## config.mk

```make
export PLATFORM = sky130hd
export DESIGN_NAME = ps2_mouse_rx
export DESIGN_NICKNAME = d
export VERILOG_FILES = /design/src/rtl/ps2_pkg.sv /design/src/rtl/ps2_frame_rx.sv /design/src/rtl/ps2_mouse_rx.sv
export SDC_FILE = /design/constraint.sdc
export NUM_CORES = 1
export LEC_CHECK = 0
export ABC_AREA = 1
export BUFFER_PORTS_ARGS = -buffer_cell sky130_fd_sc_hd__buf_4
export CORE_ASPECT_RATIO = 0.7
export CORE_MARGIN = 1
export CORE_UTILIZATION = 52
export DETAILED_ROUTE_END_ITERATION = 6
export PLACE_DENSITY_LB_ADDON = 0.3
export SYNTH_ARGS = -nofsm -noshare
export SYNTH_HDL_FRONTEND = slang
export SYNTH_SLANG_ARGS = --single-unit
```

## constraint.sdc

```tcl
create_clock -name clk_i -period 1.6 [get_ports clk_i]
set_input_delay 0.32 -clock clk_i [delete_from_list [all_inputs] [get_ports clk_i]]
set_output_delay 0.32 -clock clk_i [all_outputs]
set_load 0.005 [all_outputs]
```

## src/rtl/ps2_pkg.sv

```systemverilog
// Shared types and byte-0 field positions for the PS/2 mouse receiver.
package ps2_pkg;

  typedef enum logic [1:0] {
    IDLE   = 2'd0,
    DATA   = 2'd1,
    PARITY = 2'd2,
    STOP   = 2'd3
  } frame_state_t;

  localparam int BTN_LSB       = 0;
  localparam int BTN_W         = 3;
  localparam int SYNC_BIT      = 3;
  localparam int XSIGN_BIT     = 4;
  localparam int YSIGN_BIT     = 5;
  localparam int XOVF_BIT      = 6;
  localparam int YOVF_BIT      = 7;
  localparam int MOUSE_DELTA_W = 9;

endpackage

```

## src/rtl/ps2_frame_rx.sv

```systemverilog
// PS/2 line synchroniser, falling-edge detect, 11-bit frame FSM and inactivity timeout.
// Define PS2_PARITY_CHECK_EN to reject frames whose odd parity does not match.
module ps2_frame_rx
  import ps2_pkg::*;
#(
  parameter int TIMEOUT_CYCLES = 200_000,
  parameter int SYNC_STAGES    = 2
) (
  input  logic       clk_i,
  input  logic       reset_i,
  input  logic       ps2_clk_i,
  input  logic       ps2_data_i,
  input  logic       busy_i,
  output logic [7:0] byte_o,
  output logic       byte_valid_o,
  output logic       frame_error_o
);

  localparam int CNT_W = $clog2(TIMEOUT_CYCLES + 1);

  logic [SYNC_STAGES-1:0] clk_sync_q, data_sync_q;
  logic                   clk_prev_q;
  logic                   clk_s, data_s, fall;

  frame_state_t           state_q, state_d;
  logic [2:0]             bitcnt_q;
  logic [7:0]             shift_q;
  logic [CNT_W-1:0]       cnt_q, cnt_d;
  logic                   active, abort, parity_err;

  // Lines idle high, so the synchronisers come out of reset at 1 to avoid a fake edge
  always_ff @(posedge clk_i) begin
    if (reset_i) begin
      clk_sync_q  <= '1;
      data_sync_q <= '1;
      clk_prev_q  <= 1'b1;
    end else begin
      clk_sync_q  <= {clk_sync_q[SYNC_STAGES-2:0], ps2_clk_i};
      data_sync_q <= {data_sync_q[SYNC_STAGES-2:0], ps2_data_i};
      clk_prev_q  <= clk_s;
    end
  end

  assign clk_s  = clk_sync_q[SYNC_STAGES-1];
  assign data_s = data_sync_q[SYNC_STAGES-1];
  assign fall   = clk_prev_q & ~clk_s;

  assign active = (state_q != IDLE) || busy_i;
  assign abort  = active && !fall && (cnt_q == CNT_W'(TIMEOUT_CYCLES - 1));

  always_ff @(posedge clk_i) begin
    if (reset_i) begin
      state_q <= IDLE;
      cnt_q   <= '0;
    end else begin
      state_q <= state_d;
      cnt_q   <= cnt_d;
    end
  end

  always_comb begin
    state_d = state_q;
    if (abort) begin
      state_d = IDLE;
    end else if (fall) begin
      case (state_q)
        IDLE:    if (!data_s) state_d = DATA;
        DATA:    if (bitcnt_q == 3'd7) state_d = PARITY;
        PARITY:  state_d = STOP;
        STOP:    state_d = IDLE;
        default: state_d = IDLE;
      endcase
    end
  end

  always_comb begin
    cnt_d = cnt_q + CNT_W'(1);
    if (fall || abort || !active) cnt_d = '0;
  end

  always_ff @(posedge clk_i) begin
    if (reset_i) begin
      bitcnt_q <= '0;
    end else if (fall) begin
      if (state_q == IDLE) bitcnt_q <= '0;
      else if (state_q == DATA) bitcnt_q <= bitcnt_q + 3'd1;
    end
  end

  // LSB arrives first, so shift in from the top
  always_ff @(posedge clk_i) begin
    if (fall && state_q == DATA) shift_q <= {data_s, shift_q[7:1]};
  end

`ifdef PS2_PARITY_CHECK_EN
  logic parity_q;

  always_ff @(posedge clk_i) begin
    if (fall && state_q == PARITY) parity_q <= data_s;
  end

  assign parity_err = ~^{shift_q, parity_q};
`else
  assign parity_err = 1'b0;
`endif

  always_comb begin
    byte_valid_o  = 1'b0;
    frame_error_o = abort;
    if (fall && state_q == STOP) begin
      byte_valid_o  = data_s && !parity_err;
      frame_error_o = !data_s || parity_err;
    end
  end

  assign byte_o = shift_q;

endmodule

```

## src/rtl/ps2_mouse_rx.sv

```systemverilog
// PS/2 mouse receiver: deserialises frames and assembles 3-byte movement packets.
// Build option PS2_PARITY_CHECK_EN (see ps2_frame_rx) turns parity mismatches into frame errors.
module ps2_mouse_rx
  import ps2_pkg::*;
#(
  parameter int TIMEOUT_CYCLES = 200_000,
  parameter int SYNC_STAGES    = 2
) (
  input  logic                            clk_i,
  input  logic                            reset_i,
  input  logic                            ps2_clk_i,
  input  logic                            ps2_data_i,
  output logic                            packet_valid_o,
  output logic [BTN_W-1:0]                buttons_o,
  output logic signed [MOUSE_DELTA_W-1:0] dx_o,
  output logic signed [MOUSE_DELTA_W-1:0] dy_o,
  output logic [1:0]                      overflow_o,
  output logic                            frame_error_o
);

  logic [7:0] rx_byte;
  logic       rx_valid, rx_err;
  logic [1:0] idx_q, idx_d;
  logic [7:0] b0_q, b1_q;
  logic       load;

  ps2_frame_rx #(
    .TIMEOUT_CYCLES(TIMEOUT_CYCLES),
    .SYNC_STAGES   (SYNC_STAGES)
  ) u_frame (
    .clk_i        (clk_i),
    .reset_i      (reset_i),
    .ps2_clk_i    (ps2_clk_i),
    .ps2_data_i   (ps2_data_i),
    .busy_i       (idx_q != 2'd0),
    .byte_o       (rx_byte),
    .byte_valid_o (rx_valid),
    .frame_error_o(rx_err)
  );

  // Byte 0 must carry the always-one sync bit; otherwise drop it and stay aligned at 0
  always_comb begin
    idx_d = idx_q;
    load  = 1'b0;
    if (rx_err) begin
      idx_d = 2'd0;
    end else if (rx_valid) begin
      case (idx_q)
        2'd0:    if (rx_byte[SYNC_BIT]) idx_d = 2'd1;
        2'd1:    idx_d = 2'd2;
        2'd2: begin
          idx_d = 2'd0;
          load  = 1'b1;
        end
        default: idx_d = 2'd0;
      endcase
    end
  end

  always_ff @(posedge clk_i) begin
    if (rx_valid && idx_q == 2'd0) b0_q <= rx_byte;
    if (rx_valid && idx_q == 2'd1) b1_q <= rx_byte;
  end

  always_ff @(posedge clk_i) begin
    if (reset_i) begin
      idx_q          <= 2'd0;
      packet_valid_o <= 1'b0;
      frame_error_o  <= 1'b0;
      buttons_o      <= '0;
      dx_o           <= '0;
      dy_o           <= '0;
      overflow_o     <= '0;
    end else begin
      idx_q          <= idx_d;
      packet_valid_o <= load;
      frame_error_o  <= rx_err;
      if (load) begin
        buttons_o  <= b0_q[BTN_LSB +: BTN_W];
        dx_o       <= {b0_q[XSIGN_BIT], b1_q};
        dy_o       <= {b0_q[YSIGN_BIT], rx_byte};
        overflow_o <= {b0_q[YOVF_BIT], b0_q[XOVF_BIT]};
      end
    end
  end

endmodule

```

## Yosys cells after proc, flatten, opt, wreduce, memory -nomap -nowiden

Index checks and enable logic that the tools add are counted.
Widths: inputs -> output; s select.

- $add $sub $neg: 2
- Multiply operators: 0
- Divide/modulo/power cells: 0
- Magnitude comparators: 0
- Eq/ne operators: 10
- Shift-type cells: 0
- Muxes and demuxes: 12
- Bitwise operators: 2
- Reduce and logical (&&, ||, !) cells: 23

Operators with widths:

| cell | count |
|---|---|
| $add 18x1->18 const B | 1 |
| $eq 18x18->1 const B | 1 |
| $pmux 2 s4 | 1 |
| $eq 2x2->1 const B | 3 |
| $logic_and 1x1->1 | 6 |
| $mux 2 | 3 |
| $mux 3 | 2 |
| $reduce_bool 2->1 | 3 |
| $reduce_or 2->1 | 3 |
| $mux 1 | 5 |
| $eq 2x1->1 const B | 2 |
| $logic_not 2->1 | 2 |
| $ne 2x1->1 const B | 2 |
| $pmux 2 s2 | 1 |
| $reduce_and 2->1 | 2 |
| $add 3x1->3 const B | 1 |
| $eq 3x3->1 const B | 1 |
| $logic_not 1->1 | 3 |
| $logic_or 1x1->1 | 3 |
| $reduce_and 3->1 | 1 |
| $ne 2x2->1 const B | 1 |
| $and 1x1->1 | 1 |
| $not 1->1 | 1 |

- Flip-flop bits (word level): 79
- Bits in latches: 0
- RAM bits: 0
- Memory bits (read-only): 0
- Memories kept: 0

## Logic depth before layout (Yosys ltp)

Gate-level depths: netlist of run 1.

- Depth in word-level cells: 8
- Mapped depth: 9
- Gate-level depth less buffers: 9

## Cells and area by module

Synthesis of run 1 repeated with hierarchy kept, for this count alone.

- Cells, all modules: 395
- Area, all modules: 3382.0 µm²

Modules (own cells, without submodules):

| module | instances | cells an instance | area each (µm²) | seq. area each (µm²) |
|---|---|---|---|---|
| ps2_frame_rx | 1 | 208 | 1712.9 | 800.8 |
| ps2_mouse_rx | 1 | 187 | 1669.1 | 991.0 |

## Worst setup path after synthesis of run 1

No wires, ideal clock.

- Path kind: register -> register
- From: reg u_frame.state_q[0]
- To: reg b0_q[0] (enable)
- Arrival time: 1255 ps
- Slack: -35 ps
- Cell stages (with the launch flop): 4
- Path through: dfxtp_1 ha_1 nand3_1 nor3_1

- Longest elaborated chain between the ends: 4

RTL lines:

| item | RTL line | text |
|---|---|---|
| start, declared | ps2_frame_rx.sv:25 | `frame_state_t state_q, state_d;` |
| start signal, assigned | ps2_frame_rx.sv:56 | `state_q <= state_d;` |
| $eq 2x2->1 | ps2_frame_rx.sv:110 | `if (fall && state_q == STOP) begin` |
| $logic_and 1x1->1 | ps2_frame_rx.sv:110 |  |
| $mux 1 | ps2_frame_rx.sv:110 |  |
| $logic_and 1x1->1 | ps2_mouse_rx.sv:61 | `if (rx_valid && idx_q == 2'd0) b0_q <= rx_byte;` |
| end signal, assigned | ps2_mouse_rx.sv:61 |  |
| end, declared | ps2_mouse_rx.sv:24 | `logic [7:0] b0_q, b1_q;` |

Every way passes these cells.
A chain may end at the register's enable or synchronous reset.

## Final worst setup path of run 1

- From: reg u_frame.state_q[0]
- To: reg u_frame.bitcnt_q[1]

- Longest elaborated chain between the ends: 3
- Elaborated cells on any way between the ends: 5
- Those cells by class: eq/ne: 1; mux: 1; reduce/logical: 3

RTL lines:

| item | RTL line | text |
|---|---|---|
| $eq 2x1->1 or $logic_not 2->1 (tied branches) | ps2_frame_rx.sv:86, ps2_frame_rx.sv:85 |  |
| $reduce_bool 2->1 (no source line) | n/a |  |
| $reduce_and 2->1 (no source line) | n/a |  |
| end signal, assigned | ps2_frame_rx.sv:86 | `else if (state_q == DATA) bitcnt_q <= bitcnt_q + 3'd1;` |
| end, declared | ps2_frame_rx.sv:26 | `logic [2:0] bitcnt_q;` |

Several ways; a longest one is shown, not always the timed one.

==> results.md, run 1 <==
- Sequential area share after synthesis: 0.584
- FF-to-FF Start: u_frame.state_q[0]
- Clk_lat worst skew: 0.34 ns
- Cells after Synth: 343
- Hold Path Class: in -> reg
- Setup ws final: 0.138 ns
- CTS buffer count: 9
- Slew Viols, Final: 0
- Post-cts gate resize count: 0
- TritonRoute pass-1 iters: 4
- Pleak: 1.37 nW
- Area of the die: 6210 sq um
- Worst path slowest cell: dfxtp_1
- Status: completed
- P per Cell Area: 980 nW/um^2
- Xor/xnor share of the synthesized area: 0.0286
- Worst Setup End Kind: flip-flop
- Finish-stage setup viols: 0
- I/O Buffers: 28
- #FFs+latches synth: 78
- Post-synthesis mux area share: 0
- GPL Wtd Cong: 0.862
- Clk_skew: 0.00591 ns
- Layout area overhead: 17.0%
- Die X: 93.8 microns
- Mapped Nets: 354
- Final Critical Period: 1.46 ns
- Layout cells sized above 1: 0.181
- Antenna Violating Nets Remaining: 0
- Compound-cell area share of the yosys netlist: 0.0694
- CP Buf/Inv Count: 2
- Synth Area in Adders: 0.0286
- First-pass GRT wire length: 9.71 mm
- Slew margin rel.: 0.760
- Clock sink count: 78
- Setup TNS Final: 0 ns
- Hold_sp: ps2_data_i
- Hold buffers post-CTS: 0
- Mapped Avg Cell Area: 8.94 sq um
- Worst ir drop on vdd: 0.000550 V
- Synth warnings: 0
- Worst-path cell chain: inv_1 > ha_1 > buf_4 > o21ai_0 > nand2_1 > a21oi_1
- Worst-margin pin slew: 0.359 ns
- Cell family with most CP delay: compound AO/OA/AOI/OAI gates
- Max clock buf depth: 2
- Post-synthesis instance area: 3070 sq um
- Vias per cell: 4.99
- Fin. Hold Viols: 0
- Top cell type's share of synthesized area: 0.359
- Worst Path Max Fanout: 4
- Synth cell types: 29
- Routed via count: 2292
- Htree depth: 3
- Initial antenna violation count: 0
- Root Driver: clkbuf_8
- Crit path kind: reg -> reg
- Post-DP HPWL: 4.21 mm
- Largest net degree at the start of global routing: 28
- Crit path launch: u_frame.state_q[0]
- Period utilization: 0.914
- Simple-gate share of the synthesized area: 0.235
- Core box area: 5450 sq um
- Req. time, crit path: 1.88 ns
- Total wire length: 5.74 mm
- I/O pin count: 29
- Drt initial violations: 117
- Residual DRC count: 0
- Critical path launch point type: flip-flop
- Synth area leaders: dfxtp_1, edfxtp_1, nor2_1
- Synth area leader: dfxtp_1
- CTS tree: built
- Avg WL per Cell: 12.5 microns
- CP arrival: 1.74 ns
- FILL cells: 430
- Post-CTS setup buffers: 0
- CP max stage delay: 0.38 ns
- Worst-path clk slew: 0.08 ns
- Number of nets in the layout: 393
- Vias in the first global route: 2143
- Die Y: 66.3 microns
- Grt total ovfl: 0
- Row count: 22
- Diodes inserted: 0
- RSZ-0062 raised after global routing: false
- Main combinational cell family by area after synthesis: simple AND/OR/NAND/NOR gates
- Starting Density: 0.563
- Most frequent cells in the layout: nor2_1, dfxtp_1, nand2_1
- Max Freq: 0.684 GHz
- Maxcap violations: 0
- Most common cell after layout, fill and taps aside: nor2_1
- GR Util All Layers: 0.210
- Setup WS pre-CTS: 0.0782 ns
[logic make-up after synthesis]
| family | Yosys count |
|---|---|
| compound gates | 40 |
| buf+inv | 38 |
| simple gates | 170 |
| flops | 78 |
| xor+xnor | 10 |
| fa+ha+maj | 7 |
[metrics by stage]
step                utilization  instance area (sq um)  cells  total power, mW  hold WS (ns)
floorplan                     -                   3070    343             2.11         0.389
global placement          0.620                   3380    443             2.13         0.393
detailed placement        0.620                   3380    443             2.13         0.396
CTS                       0.656                   3580    459             3.55         0.143
global route              0.658                   3590    459             3.63         0.149
finish                    0.658                   3590    459             3.52         0.156
[cells in the mapped netlist]
cell,instances
nand3b_1,1
or2_2,5
buf_2,1
nor2_4,1
nor2_1,94
xor2_1,9
buf_6,3
nand3_2,1
a211oi_2,1
a21oi_1,10
inv_1,27
nor3_1,4
clkbuf_1,3
buf_1,1
dfxtp_1,55
nand4_2,1
inv_2,3
nand2_1,40
nor2_2,3
a21boi_0,1
nand4_1,3
o21ai_0,27
nand3_1,15
edfxtp_1,23
o211ai_1,1
or2_0,1
nand2_2,1
xnor2_1,1
ha_1,7
[layout make-up]
class	count	area, sq um	area share
inverters	30	113	0.0314
clock inverters	7	73.8	0.0206
flip-flops and latches	78	1790	0.499
clock buffers	9	124	0.0345
well taps	72	90.1	0.0251
multi-input cells	227	1130	0.314
repair buffers	36	270	0.0753
[where the power goes]
group          internal, mW  switching (mW)
clock                 0.725           0.708
combinational        0.0204          0.0344
sequential             2.03         0.00301
[flip-flops by register name (all words and copies together) (netlist names)]
name / cells
u_frame.cnt_q: 18
dx_o: 9
dy_o: 9
b1_q: 8
u_frame.byte_o: 8
b0_q: 7
buttons_o: 3
u_frame.bitcnt_q: 3
idx_q: 2
overflow_o: 2
u_frame.clk_sync_q: 2
u_frame.data_sync_q: 2
u_frame.state_q: 2
frame_error_o: 1
packet_valid_o: 1
u_frame.clk_prev_q: 1
[final timing paths]
path | end | slack [ns] | cells past startpoint
max reg2reg | u_frame.bitcnt_q[1] | 0.14 | 6
min reg2reg | u_frame.data_sync_q[1] | 0.41 | 1
min | u_frame.data_sync_q[0] | 0.16 | 2
max | u_frame.bitcnt_q[1] | 0.14 | 6
[layer usage]
metal,vias to the layer above,routed length (microns),global-route usage
met4,0,74,0.0808
li1,1183,-,-
met3,7,284,0.0747
met2,47,2530,0.320
met1,1055,2850,0.273
met5,-,0,0
No activity file was read; power rests on OpenSTA's default activity.
==> run 2: changes to the inputs <==
--- a/config.mk
+++ b/config.mk
@@ -5,7 +5,6 @@
 export SDC_FILE = /design/constraint.sdc
 export NUM_CORES = 1
 export LEC_CHECK = 0
-export ABC_AREA = 1
 export BUFFER_PORTS_ARGS = -buffer_cell sky130_fd_sc_hd__buf_4
 export CORE_ASPECT_RATIO = 0.7
 export CORE_MARGIN = 1
==> run 2 against run 1 <==
Net effect:
- the flow now finishes with violations (negative setup slack)
- power decreased by 1.5%
- core utilization up 7.6 points
- global-route usage increased by 0.091 points
- via count is 1.4% lower
- first-iteration DRC count rose by 60%
- largest cell class unchanged
==> results.md, run 2 <==
- Status: complete, but fails checks
- Violated checks: negative setup slack
- Setup ws final: -0.0376 ns (-0.175 ns)
- Min Hold Slack: 0.162 ns (+0.00524 ns)
- Die Y: 64.6 microns (-2.5%)
- Reg with most FFs: u_frame.cnt_q
- Int Power: 2.70 mW (-2.4%)
- Total wire length: 6.66 mm (+16%)
- Synth warnings: 0 (unchanged)
- Setup WS pre-CTS: -0.120 ns (-0.198 ns)
- Worst-margin pin slew: 0.474 ns (+0.115 ns)
- I/O pin count: 29 (unchanged)
- GPL Wtd Cong: 0.835 (-3.1%)
- Routed via count: 2261 (-1.4%)
- #FFs+latches synth: 78 (unchanged)
- Slew Viols, Final: 0 (unchanged)
- Finish-stage setup viols: 13 (+13)
- Area of placed instances: 3370 sq um (-0.37%)
- CP arrival: 1.88 ns (+0.14 ns)
- RSZ-0062 raised after global routing: true
- Clock sink count: 78 (unchanged)
- Final instance area: 3900 sq um (+8.8%)
- Worst Setup End Kind: flip-flop
- Sequential share of power: 0.585 (+0.008)
- Mapped Avg Cell Area: 10.4 sq um (+16%)
- Number of flops mapped to enable cells by yosys: 23 (unchanged)
- Cells after Synth: 280 (-18%)
- Top cell type's share of synthesized area: 0.378 (+0.0190)
- Req. time, crit path: 1.84 ns (-0.04 ns)
- Core box area: 5310 sq um (-2.5%)
- Clock power share: 0.400 (-0.008)
- Top-count cell post-synth: dfxtp_1
- Htree depth: 3 (unchanged)
- CTS buffer count: 9 (unchanged)
- Diodes inserted: 0 (unchanged)
- Hold Path Class: in -> reg
- TritonRoute pass-1 iters: 4 (unchanged)
- Finished Layout Cells: 414 (-9.8%)
- Number of nets in the layout: 348 (-11%)
- Avg WL per Cell: 16.1 microns (+29%)
- Crit path kind: reg -> reg
- Antenna Violating Nets Remaining: 0 (unchanged)
- Vias in the first global route: 1978 (-7.7%)
- Total power draw: 3.46 mW (-1.5%)
- Slew margin rel.: 0.681 (-0.0794)
- Clk_lat worst skew: 0.35 ns (about the same)
- Post-synthesis instance area: 2910 sq um (-5.0%)
- Final core occ: 0.735 (+0.0764)
- Initial antenna violation count: 0 (unchanged)
- Most frequent cells in the layout: nand2_1, dfxtp_1, buf_4
- Area of the die: 5910 sq um (-4.9%)
- Worst Path Max Fanout: 8 (+4)
- DP Cell Count: 389 (-12%)
- Pleak: 1.36 nW (-0.80%)
- Post-DP HPWL: 3.79 mm (-9.9%)
- Die X: 91.5 microns (-2.5%)
- Logic pwr share: 0.015 (about the same)
- Max reg flops: 18 (unchanged)
- Layout cells sized above 1: 0.348 (+0.167)
- Residual DRC count: 0 (unchanged)
- Top_reg_cell synth: dfxtp_1
- Synth area leader: dfxtp_1
- Root Driver: clkbuf_8
- Synth cell types: 38 (+31%)
- Max Freq: 0.611 GHz (-11%)
- First-pass GRT wire length: 9.30 mm (-4.2%)
- Commonest cells in the netlist: dfxtp_1, nand2_1, a21oi_1
- Starting Density: 0.548 (-0.0144)
- Max clock buf depth: 2 (unchanged)
- GR Util All Layers: 0.211 (+0.000910)
- Register area: 1810 sq um (+1.0%)
- Most common cell after layout, fill and taps aside: nand2_1
- Clk_skew: 0.00923 ns (+0.00332 ns)
- Psw: 761 uW (+2.1%)
- Critical path launch point type: flip-flop
- Final Critical Period: 1.64 ns (+0.175 ns)
- Asr flop ratio synth: 0 (unchanged)
- Maxcap violations: 0 (unchanged)
- I/O Buffers: 28 (unchanged)
- Grt total ovfl: 0 (unchanged)
- Worst-path clk slew: 0.08 ns (about the same)
- Worst ir drop on vdd: 0.000694 V (+26%)
- Fin. Hold Viols: 0 (unchanged)
- Sequential area share after synthesis: 0.615 (+0.0309)
- P per Cell Area: 888 nW/um^2 (-9.4%)
- Layout area overhead: 34.0%
- Row count: 22 (unchanged)
- FILL cells: 355 (-17%)
- Synth area leaders: dfxtp_1, edfxtp_1, nand2_1
- Sw frac: 0.220 (+0.00766)
- Setup TNS Final: -0.308 ns (-0.308 ns)
- Hold buffers post-CTS: 0 (unchanged)
- Drt initial violations: 187 (+60%)
- Regs by FF count: u_frame.cnt_q x18, dx_o x9, dy_o x9
- Mapped Nets: 291 (-18%)
- Vias per cell: 5.46 (+9.4%)
- Area of the multi-input gates: 1220 sq um (+8.8%)
- Period utilization: 1.02 (+0.110)
- Largest net degree at the start of global routing: 34 (+21%)
- CTS tree: built
==> run 2: cell types whose count changed after synthesis, sizes merged, moves of 3 or more <==
cell / previous run / this run
a21oi: 10 / 27
a22oi: 0 / 3
and2: 0 / 3
clkbuf: 3 / 6
inv: 30 / 8
nand2: 41 / 52
nand3: 16 / 9
nor2: 98 / 24
nor4: 0 / 7
o21ai: 27 / 2
xnor2: 1 / 12
xor2: 9 / 2
==> run 2: logic make-up (layout without fill, tap and decap cells) <==
| family | count (synthesis) | after routing | share of synthesized area |
|---|---|---|---|
| fa+ha+maj | 7 | 7 | 0.0301 |
| mux | 2 | 2 | 0.00687 |
| xor+xnor | 14 | 14 | 0.0421 |
| simple gates | 124 | 124 | 0.204 |
| buf+inv | 18 | 80 | 0.0271 |
| flops | 78 | 78 | 0.615 |
| compound gates | 37 | 37 | 0.0752 |
==> run 2: layout make-up <==
| cell class | count | share of cell area |
|---|---|---|
| Inverter | 8 | 0.00769 |
| Multi-Input combinational cell | 184 | 0.314 |
| Tap cell | 72 | 0.0231 |
| Clock inverter | 6 | 0.0112 |
| Sequential cell | 78 | 0.464 |
| Timing Repair Buffer | 56 | 0.142 |
| Clock buffer | 10 | 0.0381 |
==> run 2: critical path: stages, from the launching register on <==
cell	delay [ns]
dfxtp_1	0.37
nor4_2	0.32
nand3_2	0.18
buf_6	0.17
o21ai_4	0.22
clkbuf_16	0.23
nor2_2	0.04
==> run 2: worst paths after layout <==
check,slack [ns],endpoint,from,depth (start not counted)
worst min register to register,0.41,u_frame.data_sync_q[1],u_frame.data_sync_q[0],1
worst min-delay path,0.16,u_frame.clk_sync_q[0],ps2_clk_i,2
worst max register to register,-0.04,u_frame.cnt_q[11],u_frame.cnt_q[6],6
worst max-delay path,-0.04,u_frame.cnt_q[11],u_frame.cnt_q[6],6
==> run 2: power by group through the flow <==
stage | clock, mW | sequential, mW | combinational [mW]
6_report | 1.39 | 2.03 | 0.0511
5_1_grt | 1.52 | 2.03 | 0.0550
4_1_cts | 1.40 | 2.03 | 0.0437
3_5_place_dp | 0 | 2.08 | 0.0433
3_3_place_gp | 0 | 2.08 | 0.0415
2_1_floorplan | 0 | 2.07 | 0.0242
==> run 2: repair_timing <==
item	4_1_cts	5_1_grt
setup endpoints to repair	37	61
resized for setup	3	51
gates cloned	0	4
setup buffers	0	5
pin swaps	1	11
==> run 2: metal layers <==
metal	up-vias	global-route usage	share of wire
met4	0	0.0536	0.011
met1	1094	0.293	0.45
met5	-	0	0
met2	76	0.305	0.47
met3	10	0.0845	0.069
li1	1081	-	-
==> run 3: changes to the inputs <==
--- a/config.mk
+++ b/config.mk
@@ -11,6 +11,7 @@
 export CORE_UTILIZATION = 52
 export DETAILED_ROUTE_END_ITERATION = 6
 export PLACE_DENSITY_LB_ADDON = 0.3
+export REMOVE_ABC_BUFFERS = 1
 export SYNTH_ARGS = -nofsm -noshare
 export SYNTH_HDL_FRONTEND = slang
 export SYNTH_SLANG_ARGS = --single-unit
==> run 3 against run 2 <==
Net effect:
- the run still ends with negative setup slack left
- critical path depth shrank 1
- sequential share of layout area is 2.2 points higher
- critical path type unchanged
- sequential power barely moved
- non-clock buffer count decreased by 5
==> results.md, run 3 (synthesis results as in run 2) <==
- Max Freq: 0.615 GHz (+0.72%)
- Finish-stage setup viols: 6 (-7)
- Row count: 22 (unchanged)
- Sequential share of power: 0.576 (-0.009)
- Worst Path Max Fanout: 6 (-2)
- Min Hold Slack: 0.158 ns (-0.00369 ns)
- Area of the die: 5910 sq um (unchanged)
- Clk_lat worst skew: 0.35 ns (about the same)
- Status: complete, but fails checks
- Crit path kind: reg -> reg
- Routed via count: 2159 (-4.5%)
- CP max stage delay: 0.38 ns (about the same)
- CTS tree: built
- CP arrival: 1.85 ns (-0.03 ns)
- Clk_skew: 0.0133 ns (+0.00411 ns)
- GR Util All Layers: 0.203 (-0.00813)
- Vias in the first global route: 1992 (+0.71%)
- Die X: 91.5 microns (unchanged)
- Worst-path clk slew: 0.08 ns (about the same)
- CP Buf/Inv Count: 1 (-1)
- Regs by FF count: u_frame.cnt_q x18, dx_o x9, dy_o x9
- Worst-margin pin slew: 0.365 ns (-0.109 ns)
- Finished Layout Cells: 409 (-1.2%)
- Sw frac: 0.205 (-0.0152)
- Slew margin rel.: 0.754 (+0.0731)
- Htree depth: 3 (unchanged)
- Period utilization: 1.02 (-0.00728)
- Most frequent cells in the layout: nand2_1, dfxtp_1, buf_4
- I/O Buffers: 28 (unchanged)
- Root Driver: clkbuf_8
- Vias per cell: 5.28 (-3.3%)
- Number of nets in the layout: 343 (-1.4%)
- Worst path slowest cell: dfxtp_4
- Initial antenna violation count: 0 (unchanged)
- Max reg flops: 18 (unchanged)
- Clock power share: 0.411 (+0.011)
- Fin. Hold Viols: 0 (unchanged)
- Slew Viols, Final: 0 (unchanged)
- Total wire length: 5.81 mm (-13%)
- Worst ir drop on vdd: 0.000719 V (+3.6%)
- Max clock buf depth: 2 (unchanged)
- DP Cell Count: 392 (+0.77%)
- Diodes inserted: 0 (unchanged)
- Violated checks: negative setup slack
- Residual DRC count: 0 (unchanged)
- Reg with most FFs: u_frame.cnt_q
- Int Power: 2.80 mW (+3.6%)
- Avg WL per Cell: 14.2 microns (-12%)
- Layout cells sized above 1: 0.303 (-0.0453)
- Most common cell after layout, fill and taps aside: nand2_1
- GPL Wtd Cong: 0.822 (-1.6%)
- Hold Path Class: in -> reg
- Clock sink count: 78 (unchanged)
- Core box area: 5310 sq um (unchanged)
- Drt initial violations: 159 (-15%)
- Final Critical Period: 1.63 ns (-0.0117 ns)
- Logic pwr share: 0.013 (-0.002)
- Grt total ovfl: 0 (unchanged)
- Worst-path cell chain: nor4_2 > nand3_2 > o41ai_4 > buf_4 > nor2_1
- Layout area overhead: 28.0%
- Antenna Violating Nets Remaining: 0 (unchanged)
- Req. time, crit path: 1.83 ns (about the same)
- TritonRoute pass-1 iters: 4 (unchanged)
- Largest net degree at the start of global routing: 24 (-29%)
- Post-DP HPWL: 3.81 mm (+0.55%)
- Cell family with most CP delay: simple AND/OR/NAND/NOR gates
- Setup ws final: -0.0260 ns (+0.0117 ns)
- P per Cell Area: 944 nW/um^2 (+6.4%)
- Psw: 720 uW (-5.4%)
- Starting Density: 0.548 (unchanged)
- Pleak: 1.31 nW (-3.8%)
- Setup WS pre-CTS: -0.0536 ns (+0.0665 ns)
- First-pass GRT wire length: 9.05 mm (-2.8%)
- Maxcap violations: 0 (unchanged)
- Critical path launch point type: flip-flop
- CTS buffer count: 9 (unchanged)
- Die Y: 64.6 microns (unchanged)
- RSZ-0062 raised after global routing: true
- Worst Setup End Kind: flip-flop
- I/O pin count: 29 (unchanged)
[run 3: final timing paths]
path	depth (start not counted)	to	slack, ns	start
max	5	u_frame.state_q[1]	-0.03	u_frame.cnt_q[7]
min	2	u_frame.clk_sync_q[0]	0.16	ps2_clk_i
max reg2reg	5	u_frame.state_q[1]	-0.03	u_frame.cnt_q[7]
min reg2reg	1	u_frame.data_sync_q[1]	0.41	u_frame.data_sync_q[0]
[run 3: stage by stage]
step	total power [mW]	TNS, ns	utilization	area, sq um
floorplan	2.09	-15.52	-	2860
global placement	2.12	0	0.632	3360
detailed placement	2.12	-0.707	0.632	3360
CTS	3.55	0	0.677	3600
global route	3.64	-2.59	0.702	3730
finish	3.52	-0.0894	0.702	3730
[run 3: power by group through the flow]
stage	Combinational [mW]	Sequential (mW)	Clock [mW]
global placement	0.0418	2.08	0
detailed placement	0.0430	2.08	0
finish	0.0468	2.03	1.45
CTS	0.0439	2.03	1.48
global route	0.0518	2.03	1.56
floorplan	0.0153	2.07	0
[run 3: what timing repair did]
action                                  4_1_cts  5_1_grt
gates cloned                                  0        1
hold buffers                                  0        0
buffers inserted                              0        0
pin swaps                                     1        5
gates resized for setup                       8       32
endpoints found under the setup margin       30       58
[run 3: worst register-to-register path, stage by stage, from the launching register on]
cell and delay, ns:
dfxtp_4 0.38, nor4_2 0.34, nand3_2 0.17, o41ai_4 0.37, buf_4 0.20, nor2_1 0.05
[run 3: final cells by class]
class	instances	area [sq um]
clock buffers	13	181
clock inverters	3	22.5
fillers	367	1590
inverters	8	30.0
multi-input cells	184	1170
flip-flops and latches	78	1810
well taps	72	90.1
repair buffers	51	423
[run 3: metal layers]
layer | track usage | wire length, microns | part of all wire | vias to the layer above
met5 | 0 | 0 | 0 | -
met3 | 0.0739 | 281 | 0.048 | 14
met4 | 0.0754 | 97 | 0.017 | 0
li1 | - | - | - | 1071
met1 | 0.269 | 2720 | 0.47 | 1020
met2 | 0.304 | 2710 | 0.47 | 54
